File: src/rtl/spi_pkg.sv
// Shared constants, opcodes and state encoding for the SPI master.
// Opcode bit 1 doubles as the slave's read/write select bit.
package spi_pkg;

    localparam logic [1:0] OP_WR_ADDR = 2'b00;
    localparam logic [1:0] OP_WR_DATA = 2'b01;
    localparam logic [1:0] OP_RD_ADDR = 2'b10;
    localparam logic [1:0] OP_RD_DATA = 2'b11;

    localparam int CMD_W      = 10;
    localparam int DATA_W     = 8;
    localparam int FRAME_BITS = 11;
    localparam int CNT_W      = 4;

    typedef enum logic [2:0] {
        S_IDLE,
        S_SEND,
        S_WAIT,
        S_RECV,
        S_GAP
    } mst_state_t;

endpackage

File: src/rtl/spi_master_shifter.sv
// TX parallel-load shifter (MSB out first), RX shifter (MSB in first) and phase bit counter.
// Latency: one clk per bit; no backpressure, shifting is driven entirely by the FSM enables.
module spi_master_shifter
    import spi_pkg::*;
(
    input  logic                  clk,
    input  logic                  rst,
    input  logic                  load,
    input  logic [FRAME_BITS-1:0] load_dat,
    input  logic                  tx_shift,
    input  logic                  rx_shift,
    input  logic                  cnt_en,
    input  logic                  cnt_clr,
    input  logic                  miso,
    output logic                  mosi_bit,
    output logic [DATA_W-1:0]     rx_next,
    output logic [CNT_W-1:0]      cnt
);

    logic [FRAME_BITS-1:0] tx_q, tx_d;
    logic [DATA_W-1:0]     rx_q, rx_d;
    logic [CNT_W-1:0]      cnt_q, cnt_d;

    assign rx_next  = {rx_q[DATA_W-2:0], miso};
    assign mosi_bit = tx_q[FRAME_BITS-1];
    assign cnt      = cnt_q;

    always_comb begin
        tx_d  = tx_q;
        rx_d  = rx_q;
        cnt_d = cnt_q;
        if (load) begin
            tx_d = load_dat;
            rx_d = '0;
        end else if (tx_shift) begin
            tx_d = {tx_q[FRAME_BITS-2:0], 1'b0};
        end
        if (rx_shift) begin
            rx_d = rx_next;
        end
        if (cnt_clr) begin
            cnt_d = '0;
        end else if (cnt_en) begin
            cnt_d = cnt_q + CNT_W'(1);
        end
    end

    always_ff @(posedge clk) begin
        if (rst) begin
            tx_q  <= '0;
            rx_q  <= '0;
            cnt_q <= '0;
        end else begin
            tx_q  <= tx_d;
            rx_q  <= rx_d;
            cnt_q <= cnt_d;
        end
    end

endmodule

File: src/rtl/spi_master_ctrl.sv
// SPI master: accepts one 10-bit command per frame, serialises it MSB-first, captures read data.
// Latency: frame starts the cycle after accept; cmd_ready only in IDLE, commands outside IDLE are dropped.
module spi_master_ctrl
    import spi_pkg::*;
#(
    parameter int TURNAROUND = 2,
    parameter int GAP        = 1
) (
    input  logic              clk,
    input  logic              rst,
    input  logic              cmd_valid,
    output logic              cmd_ready,
    input  logic [1:0]        cmd_op,
    input  logic [DATA_W-1:0] cmd_data,
    output logic              rsp_valid,
    output logic [DATA_W-1:0] rsp_data,
    output logic              busy,
    output logic              MOSI,
    input  logic              MISO,
    output logic              SS_n
);

    mst_state_t        state_q, state_d;
    logic [1:0]        op_q, op_d;
    logic              rsp_valid_q, rsp_valid_d;
    logic [DATA_W-1:0] rsp_data_q, rsp_data_d;

    logic              accept;
    logic              mosi_bit;
    logic [DATA_W-1:0] rx_next;
    logic [CNT_W-1:0]  cnt;

    // Gating with rst keeps cmd_ready low during the reset cycle itself.
    assign cmd_ready = (state_q == S_IDLE) && !rst;
    assign accept    = cmd_valid && cmd_ready;

    always_comb begin
        state_d     = state_q;
        op_d        = op_q;
        rsp_valid_d = 1'b0;
        rsp_data_d  = rsp_data_q;
        case (state_q)
            S_IDLE: begin
                if (accept) begin
                    state_d = S_SEND;
                    op_d    = cmd_op;
                end
            end
            S_SEND: begin
                if (cnt == CNT_W'(FRAME_BITS - 1)) begin
                    if (op_q != OP_RD_DATA) begin
                        state_d = S_GAP;
                    end else if (TURNAROUND == 0) begin
                        state_d = S_RECV;
                    end else begin
                        state_d = S_WAIT;
                    end
                end
            end
            S_WAIT: begin
                if (cnt == CNT_W'(TURNAROUND - 1)) begin
                    state_d = S_RECV;
                end
            end
            S_RECV: begin
                if (cnt == CNT_W'(DATA_W - 1)) begin
                    state_d     = S_GAP;
                    rsp_valid_d = 1'b1;
                    rsp_data_d  = rx_next;
                end
            end
            S_GAP: begin
                if (cnt == CNT_W'(GAP - 1)) begin
                    state_d = S_IDLE;
                end
            end
            default: state_d = S_IDLE;
        endcase
    end

    always_ff @(posedge clk) begin
        if (rst) begin
            state_q     <= S_IDLE;
            op_q        <= OP_WR_ADDR;
            rsp_valid_q <= 1'b0;
            rsp_data_q  <= '0;
        end else begin
            state_q     <= state_d;
            op_q        <= op_d;
            rsp_valid_q <= rsp_valid_d;
            rsp_data_q  <= rsp_data_d;
        end
    end

    // The leading bit repeats op[1] so the slave sees its R/W select first.
    spi_master_shifter u_shifter (
        .clk      (clk),
        .rst      (rst),
        .load     (accept),
        .load_dat ({cmd_op[1], cmd_op, cmd_data}),
        .tx_shift (state_q == S_SEND),
        .rx_shift (state_q == S_RECV),
        .cnt_en   (state_q != S_IDLE),
        .cnt_clr  (state_d != state_q),
        .miso     (MISO),
        .mosi_bit (mosi_bit),
        .rx_next  (rx_next),
        .cnt      (cnt)
    );

    assign SS_n      = !((state_q == S_SEND) || (state_q == S_WAIT) || (state_q == S_RECV));
    assign MOSI      = (state_q == S_SEND) && mosi_bit;
    assign busy      = (state_q != S_IDLE);
    assign rsp_valid = rsp_valid_q;
    assign rsp_data  = rsp_data_q;

endmodule

File: config.mk
export PLATFORM = sky130hd
export DESIGN_NAME = spi_master_ctrl
export DESIGN_NICKNAME = d
export VERILOG_FILES = /design/src/rtl/spi_pkg.sv /design/src/rtl/spi_master_shifter.sv /design/src/rtl/spi_master_ctrl.sv
export SDC_FILE = /design/constraint.sdc
export NUM_CORES = 1
export LEC_CHECK = 0
export CELL_PAD_IN_SITES_DETAIL_PLACEMENT = 1
export CELL_PAD_IN_SITES_GLOBAL_PLACEMENT = 1
export CORE_MARGIN = 4
export CORE_UTILIZATION = 51
export DETAILED_ROUTE_END_ITERATION = 12
export DONT_BUFFER_PORTS = 1
export PLACE_DENSITY_LB_ADDON = 0.1
export SLEW_MARGIN = 5
export SYNTH_ARGS = -nofsm -noshare
export SYNTH_HDL_FRONTEND = slang
export SYNTH_SLANG_ARGS = --single-unit
File: constraint.sdc
create_clock -name clk -period 4.3 [get_ports clk]
set_clock_uncertainty 0.15 [all_clocks]
set_input_delay 0.86 -clock clk [delete_from_list [all_inputs] [get_ports clk]]
set_output_delay 0.86 -clock clk [all_outputs]
set_load 0.005 [all_outputs]
==> run_summary.xml, run 1 <==
<?xml version="1.0" encoding="UTF-8"?>
<metrics>
  <group name="sta">
    <metric name="hold_violations" unit="">0</metric>
    <metric name="finalSetupViolations" unit="">0</metric>
    <metric name="post-route-min-period" unit="ns">2.761</metric>
    <metric name="least_margin_pin_slew" unit="ns">1.123</metric>
    <metric name="fin_tns_setup" unit="ns">0</metric>
    <metric name="fmaxAchievable" unit="MHz">362.1</metric>
    <metric name="slew_headroom" unit="">0.2497</metric>
    <metric name="final-max-slew-violation-count" unit="">0</metric>
    <metric name="grt_setup_unrepaired" unit="">false</metric>
    <metric name="fin_crit_share" unit="">0.6422</metric>
    <metric name="final_critical_path_setup_slack" unit="ns">1.539</metric>
  </group>
  <group name="die">
    <metric name="placementRows" unit="">20</metric>
    <metric name="die_h" unit="µm">66.12</metric>
    <metric name="boundaryPins" unit="">27</metric>
    <metric name="die_x" unit="µm">66.12</metric>
    <metric name="core-area" unit="µm²">3153</metric>
    <metric name="floorplan.initialDensity" unit="">0.5464</metric>
    <metric name="dieArea" unit="µm²">4372</metric>
  </group>
  <group name="yosys">
    <metric name="synth_fp_nets" unit="">197</metric>
    <metric name="postSynthCellCount" unit="">179</metric>
    <metric name="synth_fa_ha_area_frac" unit="">0.02905</metric>
    <metric name="synth-main-ff-cell" unit="">sky130_fd_sc_hd__dfxtp_1</metric>
    <metric name="ys_types" unit="">43</metric>
    <metric name="syn_avg_cell_area" unit="µm²">9.625</metric>
    <metric name="complex_gate_fraction_of_the_synthesized_area" unit="">0.1532</metric>
    <metric name="postSynthRegisterBits" unit="">36</metric>
    <metric name="yosysWarnings" unit="">0</metric>
    <metric name="synth-async-reset-ratio" unit="">0</metric>
    <metric name="synth_simple_gate_area_share" unit="">0.2062</metric>
    <metric name="netlist_area_before_placement" unit="µm²">1723</metric>
    <metric name="post_synth_xor_area_fraction" unit="">0.01525</metric>
    <metric name="yosys.area.top_type" unit="">sky130_fd_sc_hd__dfxtp_1</metric>
    <metric name="synth_top_family_by_area" unit="">simple AND/OR/NAND/NOR gates</metric>
    <metric name="synth_top_area_frac" unit="">0.4183</metric>
    <metric name="seq_area_frac_synth" unit="">0.4183</metric>
    <metric name="yosys-mux-area-fraction" unit="">0.1220</metric>
    <metric name="synth_edf_count" unit="">0</metric>
    <metric name="biggest_area_contributors_in_the_synthesized_netlist" unit="">sky130_fd_sc_hd__dfxtp_1, sky130_fd_sc_hd__mux2i_1, sky130_fd_sc_hd__a211oi_2, sky130_fd_sc_hd__nor2_1, sky130_fd_sc_hd__a21oi_1</metric>
  </group>
  <group name="clock_network">
    <metric name="cts-root-buf" unit="">sky130_fd_sc_hd__clkbuf_4</metric>
    <metric name="clock_tree.htree_level_count" unit="">2</metric>
    <metric name="clock_sink_total" unit="">36</metric>
    <metric name="tritoncts" unit="">done</metric>
    <metric name="postCtsHoldBufs" unit="">0</metric>
    <metric name="clk_transition_reported_paths" unit="ns">0.11</metric>
    <metric name="cts_setup_buffers" unit="">0</metric>
    <metric name="cts-resized-gates" unit="">0</metric>
    <metric name="clock_latency" unit="ns">0.35</metric>
    <metric name="clock_tree.buffer_depth" unit="">2</metric>
    <metric name="cts_buffers" unit="">5</metric>
  </group>
  <group name="routing">
    <metric name="drcViolationCount" unit="">0</metric>
    <metric name="drt-pass1-iter-count" unit="">4</metric>
    <metric name="wirelength" unit="µm">3668</metric>
    <metric name="route.antenna.remaining_nets" unit="">0</metric>
    <metric name="drt-initial-drc-count" unit="">50</metric>
    <metric name="wl_per_cell" unit="µm">16.67</metric>
    <metric name="dr_total_vias" unit="">1262</metric>
    <metric name="vias_per_cell" unit="">5.736</metric>
  </group>
  <group name="worst_setup_path">
    <metric name="r2r-end" unit="">u_shifter.tx_q[9]</metric>
    <metric name="timing.critical_path.cells" unit="">nor3b_4 -&gt; buf_4 -&gt; and2_1</metric>
    <metric name="critPathCaptureType" unit="">primary output</metric>
    <metric name="setup.worst_path.start_class" unit="">register</metric>
    <metric name="crit_arrival" unit="ns">1.75</metric>
    <metric name="worst_r2r_startpoint" unit="">state_q[1]</metric>
    <metric name="crit_path_top_delay_cell" unit="">sky130_fd_sc_hd__dfxtp_1</metric>
    <metric name="cp.buffers_inverters" unit="">1</metric>
    <metric name="critical_path_required" unit="ns">3.29</metric>
    <metric name="critical-path-max-stage-delay" unit="ns">0.64</metric>
    <metric name="family_with_the_most_delay_on_the_worst_path" unit="">flip-flops</metric>
    <metric name="critPathKind" unit="">register to primary output</metric>
    <metric name="ff2ff_setup_slack" unit="ns">1.90</metric>
    <metric name="worst-r2r-cell-count" unit="">4</metric>
    <metric name="critPathMaxFanout" unit="">16</metric>
  </group>
  <group name="global_route">
    <metric name="grt_max_degree" unit="">33</metric>
    <metric name="grt_antenna_before_repair" unit="">0</metric>
    <metric name="via_count_of_the_first_global_routing_pass" unit="">1336</metric>
    <metric name="grt.overflow.total" unit="">0</metric>
    <metric name="grt_util_all_layers" unit="">0.1906</metric>
    <metric name="grt_pass1_wl" unit="µm">6327</metric>
  </group>
  <group name="power_and_ir_drop">
    <metric name="p_per_area" unit="nW/µm²">338.3</metric>
    <metric name="internal-power" unit="W">0.0004478</metric>
    <metric name="sequentialPowerShare" unit="">0.590</metric>
    <metric name="power.switching_fraction" unit="">0.2492</metric>
    <metric name="power.clock.fraction" unit="">0.324</metric>
    <metric name="power.combinational.fraction" unit="">0.086</metric>
    <metric name="leakage_power_figure" unit="nW">0.6394</metric>
    <metric name="design_power_total" unit="W">0.0005965</metric>
    <metric name="net-switching-power" unit="W">0.0001486</metric>
    <metric name="vdd.ir_drop.worst" unit="µV">176.2</metric>
  </group>
  <group name="place">
    <metric name="place_ws" unit="ns">1.677</metric>
    <metric name="dpl.cell_count" unit="">212</metric>
    <metric name="detailed_place_hpwl" unit="µm">2584</metric>
    <metric name="finalWeightedCongestion" unit="">0.7397</metric>
    <metric name="place.port_buffers" unit="">0</metric>
  </group>
  <group name="cells_and_area">
    <metric name="nets" unit="">193</metric>
    <metric name="share_of_final_layout_standard_cells_stronger_than_drive_strength_1" unit="">0.1307</metric>
    <metric name="post-route-util" unit="">0.5591</metric>
    <metric name="antenna-diode-count" unit="">0</metric>
    <metric name="fin_cells" unit="">220</metric>
    <metric name="area_growth" unit="%">2.324</metric>
    <metric name="nFillCells" unit="">382</metric>
  </group>
  <group name="worst_hold_path">
    <metric name="holdPathStages" unit="">2</metric>
    <metric name="critical_hold_path_startpoint" unit="">u_shifter.rx_q[2]</metric>
    <metric name="holdCritPathClass" unit="">register to register</metric>
    <metric name="hold-path-endpoint" unit="">u_shifter.rx_q[3]</metric>
  </group>
  <group name="status">
    <metric name="outcome" unit="">finished, final reports clean</metric>
  </group>
  <group name="job">
    <metric name="timing.max_cap.violations" unit="">0</metric>
  </group>
</metrics>
==> power by group through the flow <==
stage | sequential (W) | combinational [W] | clock (W)
detailed placement | 0.000360 | 0.0000516 | 0
floorplan | 0.000356 | 0.0000536 | 0
finish | 0.000352 | 0.0000512 | 0.000193
global placement | 0.000359 | 0.0000486 | 0
global route | 0.000354 | 0.0000568 | 0.000214
CTS | 0.000352 | 0.0000519 | 0.000196
==> per-stage QoR <==
step | area [µm²] | hold WS, ns
2_1_floorplan | 1723 | 0.2948
3_3_place_gp | 1704 | 0.3010
3_5_place_dp | 1704 | 0.3099
4_1_cts | 1763 | 0.3255
5_1_grt | 1763 | 0.3468
6_report | 1763 | 0.3180
==> placed cells by master (no fill, tap or decap), types with 2 or more instances in the layout <==
master / n
sky130_fd_sc_hd__nand3_1: 7
sky130_fd_sc_hd__xnor2_1: 2
sky130_fd_sc_hd__a31oi_1: 2
sky130_fd_sc_hd__nor2b_1: 2
sky130_fd_sc_hd__clkbuf_1: 2
sky130_fd_sc_hd__a21oi_1: 13
sky130_fd_sc_hd__nand3b_1: 2
sky130_fd_sc_hd__mux2i_1: 21
sky130_fd_sc_hd__and3b_1: 2
sky130_fd_sc_hd__a211oi_2: 8
sky130_fd_sc_hd__nor2_1: 26
sky130_fd_sc_hd__a22oi_1: 2
sky130_fd_sc_hd__clkbuf_4: 5
sky130_fd_sc_hd__nand2_1: 15
sky130_fd_sc_hd__inv_1: 3
sky130_fd_sc_hd__ha_1: 4
sky130_fd_sc_hd__dfxtp_1: 36
==> routing by layer <==
layer / wire, µm / vias to the layer above / global-route usage / share of wire
met5: 0 / - / 0 / 0
met4: 62 / 0 / 0.06853 / 0.017
met3: 201 / 8 / 0.06463 / 0.055
met2: 1845 / 27 / 0.3321 / 0.50
met1: 1559 / 611 / 0.2134 / 0.43
li1: - / 616 / - / -
==> cells by family (layout without fill, tap and decap cells) <==
family / after synthesis / in the layout
and+or+nand+nor: 66 / 66
DFF: 36 / 36
AOI/OAI and AO/OA: 33 / 33
muxes: 21 / 21
buffers and inverters: 16 / 13
adders and majority gates: 4 / 4
xor gates and xnor gates: 3 / 3
==> worst max-delay path by stage <==
stage	slack, ns	cells after the start	end	start
2_1_floorplan	1.66	3	cmd_ready	rst
3_3_place_gp	1.81	4	u_shifter.tx_q[9]	cmd_valid
3_5_place_dp	1.68	4	u_shifter.tx_q[9]	cmd_valid
4_1_cts	1.52	3	MOSI	state_q[0]
5_1_grt	1.44	3	MOSI	state_q[0]
6_report	1.54	3	MOSI	state_q[0]
==> final cells by class <==
cell class	instances	area [µm²]	share of cell area
Sequential cell	36	720.7	0.4088
Tap cell	44	55.05	0.03123
Multi-Input combinational cell	127	905.9	0.5138
Inverter	4	15.01	0.008517
Clock buffer	8	58.81	0.03336
Timing Repair Buffer	1	7.507	0.004258
==> flip-flops by register name, indices dropped and copies added, names as in the netlist <==
| register | cells |
|---|---|
| u_shifter.rx_q | 7 |
| state_q | 3 |
| rsp_data | 8 |
| op_q | 2 |
| rsp_valid | 1 |
| u_shifter.tx_q | 11 |
| u_shifter.cnt | 4 |
==> worst min-delay path: cells and delay by family (launching register included) <==
family	cells	cell delay (ns)
simple gates	1	0.06
compound gates	1	0.05
flops	1	0.33
==> cells in the mapped netlist, types with 2 or more instances <==
cell	instances
sky130_fd_sc_hd__a22oi_1	2
sky130_fd_sc_hd__buf_6	2
sky130_fd_sc_hd__nor2_1	26
sky130_fd_sc_hd__nand3_1	7
sky130_fd_sc_hd__mux2i_1	21
sky130_fd_sc_hd__and3b_1	2
sky130_fd_sc_hd__inv_1	3
sky130_fd_sc_hd__nand3b_1	2
sky130_fd_sc_hd__xnor2_1	2
sky130_fd_sc_hd__buf_4	2
sky130_fd_sc_hd__a31oi_1	2
sky130_fd_sc_hd__a21oi_1	13
sky130_fd_sc_hd__nor2b_1	2
sky130_fd_sc_hd__ha_1	4
sky130_fd_sc_hd__buf_2	2
sky130_fd_sc_hd__a211oi_2	8
sky130_fd_sc_hd__clkbuf_1	4
sky130_fd_sc_hd__nand2_1	15
sky130_fd_sc_hd__dfxtp_1	36
(Power assumes the default switching activity.)
==> run 2, diff against run 1 <==
--- a/config.mk
+++ b/config.mk
@@ -8,7 +8,7 @@
 export CELL_PAD_IN_SITES_DETAIL_PLACEMENT = 1
 export CELL_PAD_IN_SITES_GLOBAL_PLACEMENT = 1
 export CORE_MARGIN = 4
-export CORE_UTILIZATION = 51
+export CORE_UTILIZATION = 47
 export DETAILED_ROUTE_END_ITERATION = 12
 export DONT_BUFFER_PORTS = 1
 export PLACE_DENSITY_LB_ADDON = 0.1
==> constraint.sdc (replaced) <==
create_clock -name clk -period 2.57 [get_ports clk]
set_clock_uncertainty 0.15 [all_clocks]
set_input_delay 0.514 -clock clk [delete_from_list [all_inputs] [get_ports clk]]
set_output_delay 0.514 -clock clk [all_outputs]
set_load 0.005 [all_outputs]
==> run 2 against run 1 <==
Utilization shrank 3.4 points. Sequential cell count is the same. Routed wire length shrank 4.6%. Cell count grew 1.4%. Sequential power grew 67%. Sequential share of layout area shrank 1.0 points. Largest cell class unchanged. Largest power group unchanged.
==> run_summary.xml, run 2 (synthesis gave the netlist of run 1 again) <==
<?xml version="1.0" encoding="UTF-8"?>
<metrics>
  <group name="status">
    <metric name="outcome" unit="">finished, final reports clean</metric>
  </group>
  <group name="clock_network">
    <metric name="cts_setup_buffers" unit="">0</metric>
    <metric name="clock_tree.htree_level_count" unit="">2</metric>
    <metric name="clock_latency" unit="ns">0.29</metric>
    <metric name="clock_sink_total" unit="">36</metric>
    <metric name="clk_transition_reported_paths" unit="ns">0.07</metric>
    <metric name="tritoncts" unit="">done</metric>
    <metric name="cts_buffers" unit="">5</metric>
    <metric name="postCtsHoldBufs" unit="">0</metric>
    <metric name="clock_tree.buffer_depth" unit="">2</metric>
    <metric name="cts-root-buf" unit="">sky130_fd_sc_hd__clkbuf_8</metric>
    <metric name="cts-resized-gates" unit="">0</metric>
  </group>
  <group name="cells_and_area">
    <metric name="leading_cell_type_in_the_layout_fill_and_taps_excluded" unit="">sky130_fd_sc_hd__dfxtp_1</metric>
    <metric name="largest_register" unit="">u_shifter.tx_q</metric>
    <metric name="nFillCells" unit="">416</metric>
    <metric name="nets" unit="">194</metric>
    <metric name="area_growth" unit="%">4.938</metric>
    <metric name="fin_cells" unit="">223</metric>
    <metric name="post-route-util" unit="">0.5253</metric>
    <metric name="antenna-diode-count" unit="">0</metric>
    <metric name="share_of_final_layout_standard_cells_stronger_than_drive_strength_1" unit="">0.1412</metric>
    <metric name="final-seq-area" unit="µm²">720.7</metric>
    <metric name="most-common-layout-cells" unit="">sky130_fd_sc_hd__dfxtp_1, sky130_fd_sc_hd__nor2_1, sky130_fd_sc_hd__mux2i_1, sky130_fd_sc_hd__nand2_1, sky130_fd_sc_hd__a21oi_1</metric>
    <metric name="largest_register_ff_count" unit="">11</metric>
    <metric name="multi_input_area" unit="µm²">905.9</metric>
  </group>
  <group name="power_and_ir_drop">
    <metric name="vdd.ir_drop.worst" unit="µV">307.4</metric>
    <metric name="leakage_power_figure" unit="nW">0.6558</metric>
    <metric name="p_per_area" unit="nW/µm²">601.8</metric>
  </group>
  <group name="place">
    <metric name="dpl.cell_count" unit="">215</metric>
    <metric name="place.port_buffers" unit="">0</metric>
    <metric name="finalWeightedCongestion" unit="">0.8288</metric>
    <metric name="detailed_place_hpwl" unit="µm">2516</metric>
  </group>
  <group name="sta">
    <metric name="grt_setup_unrepaired" unit="">false</metric>
    <metric name="least_margin_pin_slew" unit="ns">0.4853</metric>
    <metric name="fin_tns_setup" unit="ns">0</metric>
    <metric name="fmaxAchievable" unit="MHz">441.6</metric>
    <metric name="final-max-slew-violation-count" unit="">0</metric>
    <metric name="fin_crit_share" unit="">0.8812</metric>
    <metric name="slew_headroom" unit="">0.6760</metric>
    <metric name="finalSetupViolations" unit="">0</metric>
    <metric name="hold_violations" unit="">0</metric>
    <metric name="post-route-min-period" unit="ns">2.265</metric>
  </group>
  <group name="worst_setup_path">
    <metric name="crit_arrival" unit="ns">1.60</metric>
    <metric name="critPathKind" unit="">register to primary output</metric>
    <metric name="critPathMaxFanout" unit="">11</metric>
    <metric name="timing.critical_path.cells" unit="">nor3b_4 -&gt; and2_1</metric>
    <metric name="crit_path_top_delay_cell" unit="">sky130_fd_sc_hd__dfxtp_1</metric>
    <metric name="setup.worst_path.start_class" unit="">register</metric>
    <metric name="critical_path_required" unit="ns">1.91</metric>
    <metric name="critPathCaptureType" unit="">primary output</metric>
    <metric name="family_with_the_most_delay_on_the_worst_path" unit="">simple AND/OR/NAND/NOR gates</metric>
    <metric name="critical-path-max-stage-delay" unit="ns">0.59</metric>
    <metric name="cp.buffers_inverters" unit="">0</metric>
    <metric name="ff2ff_setup_slack" unit="ns">0.58</metric>
  </group>
  <group name="global_route">
    <metric name="grt_pass1_wl" unit="µm">6120</metric>
    <metric name="grt_util_all_layers" unit="">0.1786</metric>
    <metric name="grt.overflow.total" unit="">0</metric>
    <metric name="grt_max_degree" unit="">33</metric>
    <metric name="grt_antenna_before_repair" unit="">0</metric>
    <metric name="via_count_of_the_first_global_routing_pass" unit="">1298</metric>
  </group>
  <group name="die">
    <metric name="floorplan.initialDensity" unit="">0.5005</metric>
    <metric name="core-area" unit="µm²">3442</metric>
    <metric name="die_h" unit="µm">68.55</metric>
    <metric name="placementRows" unit="">21</metric>
    <metric name="die_x" unit="µm">68.55</metric>
    <metric name="dieArea" unit="µm²">4698</metric>
    <metric name="boundaryPins" unit="">27</metric>
  </group>
  <group name="routing">
    <metric name="vias_per_cell" unit="">5.596</metric>
    <metric name="route.antenna.remaining_nets" unit="">0</metric>
    <metric name="drt-pass1-iter-count" unit="">4</metric>
    <metric name="drcViolationCount" unit="">0</metric>
    <metric name="drt-initial-drc-count" unit="">24</metric>
    <metric name="dr_total_vias" unit="">1248</metric>
    <metric name="wl_per_cell" unit="µm">15.70</metric>
    <metric name="wirelength" unit="µm">3501</metric>
  </group>
  <group name="worst_hold_path">
    <metric name="holdCritPathClass" unit="">primary input to register</metric>
  </group>
  <group name="job">
    <metric name="timing.max_cap.violations" unit="">0</metric>
  </group>
</metrics>
[run 2: changes by cell type in the layout (fill, tap and decap cells not counted), sizes merged]
cell / delta
buf: +1
clkbuf: -1
clkinvlp: +1
[run 2: through the flow]
step	hold WS, ns	setup slack (ns)	area [µm²]	power (W)
5_1_grt	0.1130	0.1776	1808	0.001147
2_1_floorplan	0.2948	0.6263	1723	0.0006847
3_5_place_dp	0.3054	0.5595	1714	0.0006884
3_3_place_gp	0.3043	0.6274	1714	0.0006827
4_1_cts	0.1203	0.2712	1808	0.001103
6_report	0.1390	0.3054	1808	0.001088
[run 2: path summary, 6_finish.rpt]
kind	start	endpoint	cells after the start
setup reg to reg	state_q[0]	u_shifter.tx_q[0]	5
setup / recovery	state_q[0]	MOSI	2
hold / removal	rst	u_shifter.tx_q[3]	1
hold reg to reg	u_shifter.rx_q[0]	u_shifter.rx_q[1]	2
[run 2: metal layers]
| layer | routed length (µm) | vias up | global-route usage |
|---|---|---|---|
| li1 | - | 620 | - |
| met1 | 1498 | 590 | 0.1950 |
| met2 | 1703 | 27 | 0.3027 |
| met3 | 205 | 11 | 0.06645 |
| met4 | 94 | 0 | 0.08685 |
| met5 | 0 | - | 0 |
[run 2: final cells by class]
cell class / count / share of cell area
timing repair buffer: 2 / 0.008305
sequential: 36 / 0.3986
multi-input combinational: 127 / 0.5010
inverter: 4 / 0.008305
clock buffer: 7 / 0.04775
clock inverter: 1 / 0.004152
tap: 46 / 0.03183
[run 2: power breakdown]
part	switching, W	total, W	internal, W
Combinational	0.0000458	0.0000857	0.0000399
Clock	0.000196	0.000414	0.000218
Sequential	0.0000136	0.000589	0.000575
Total	0.000255	0.00109	0.000833
==> run 3, diff against run 2 <==
--- a/config.mk
+++ b/config.mk
@@ -11,6 +11,7 @@
 export CORE_UTILIZATION = 47
 export DETAILED_ROUTE_END_ITERATION = 12
 export DONT_BUFFER_PORTS = 1
+export GPL_ROUTABILITY_DRIVEN = 1
 export PLACE_DENSITY_LB_ADDON = 0.1
 export SLEW_MARGIN = 5
 export SYNTH_ARGS = -nofsm -noshare
==> results of run 3 <==
Same layout as run 2: the final DEF is identical, and so are final timing and power.
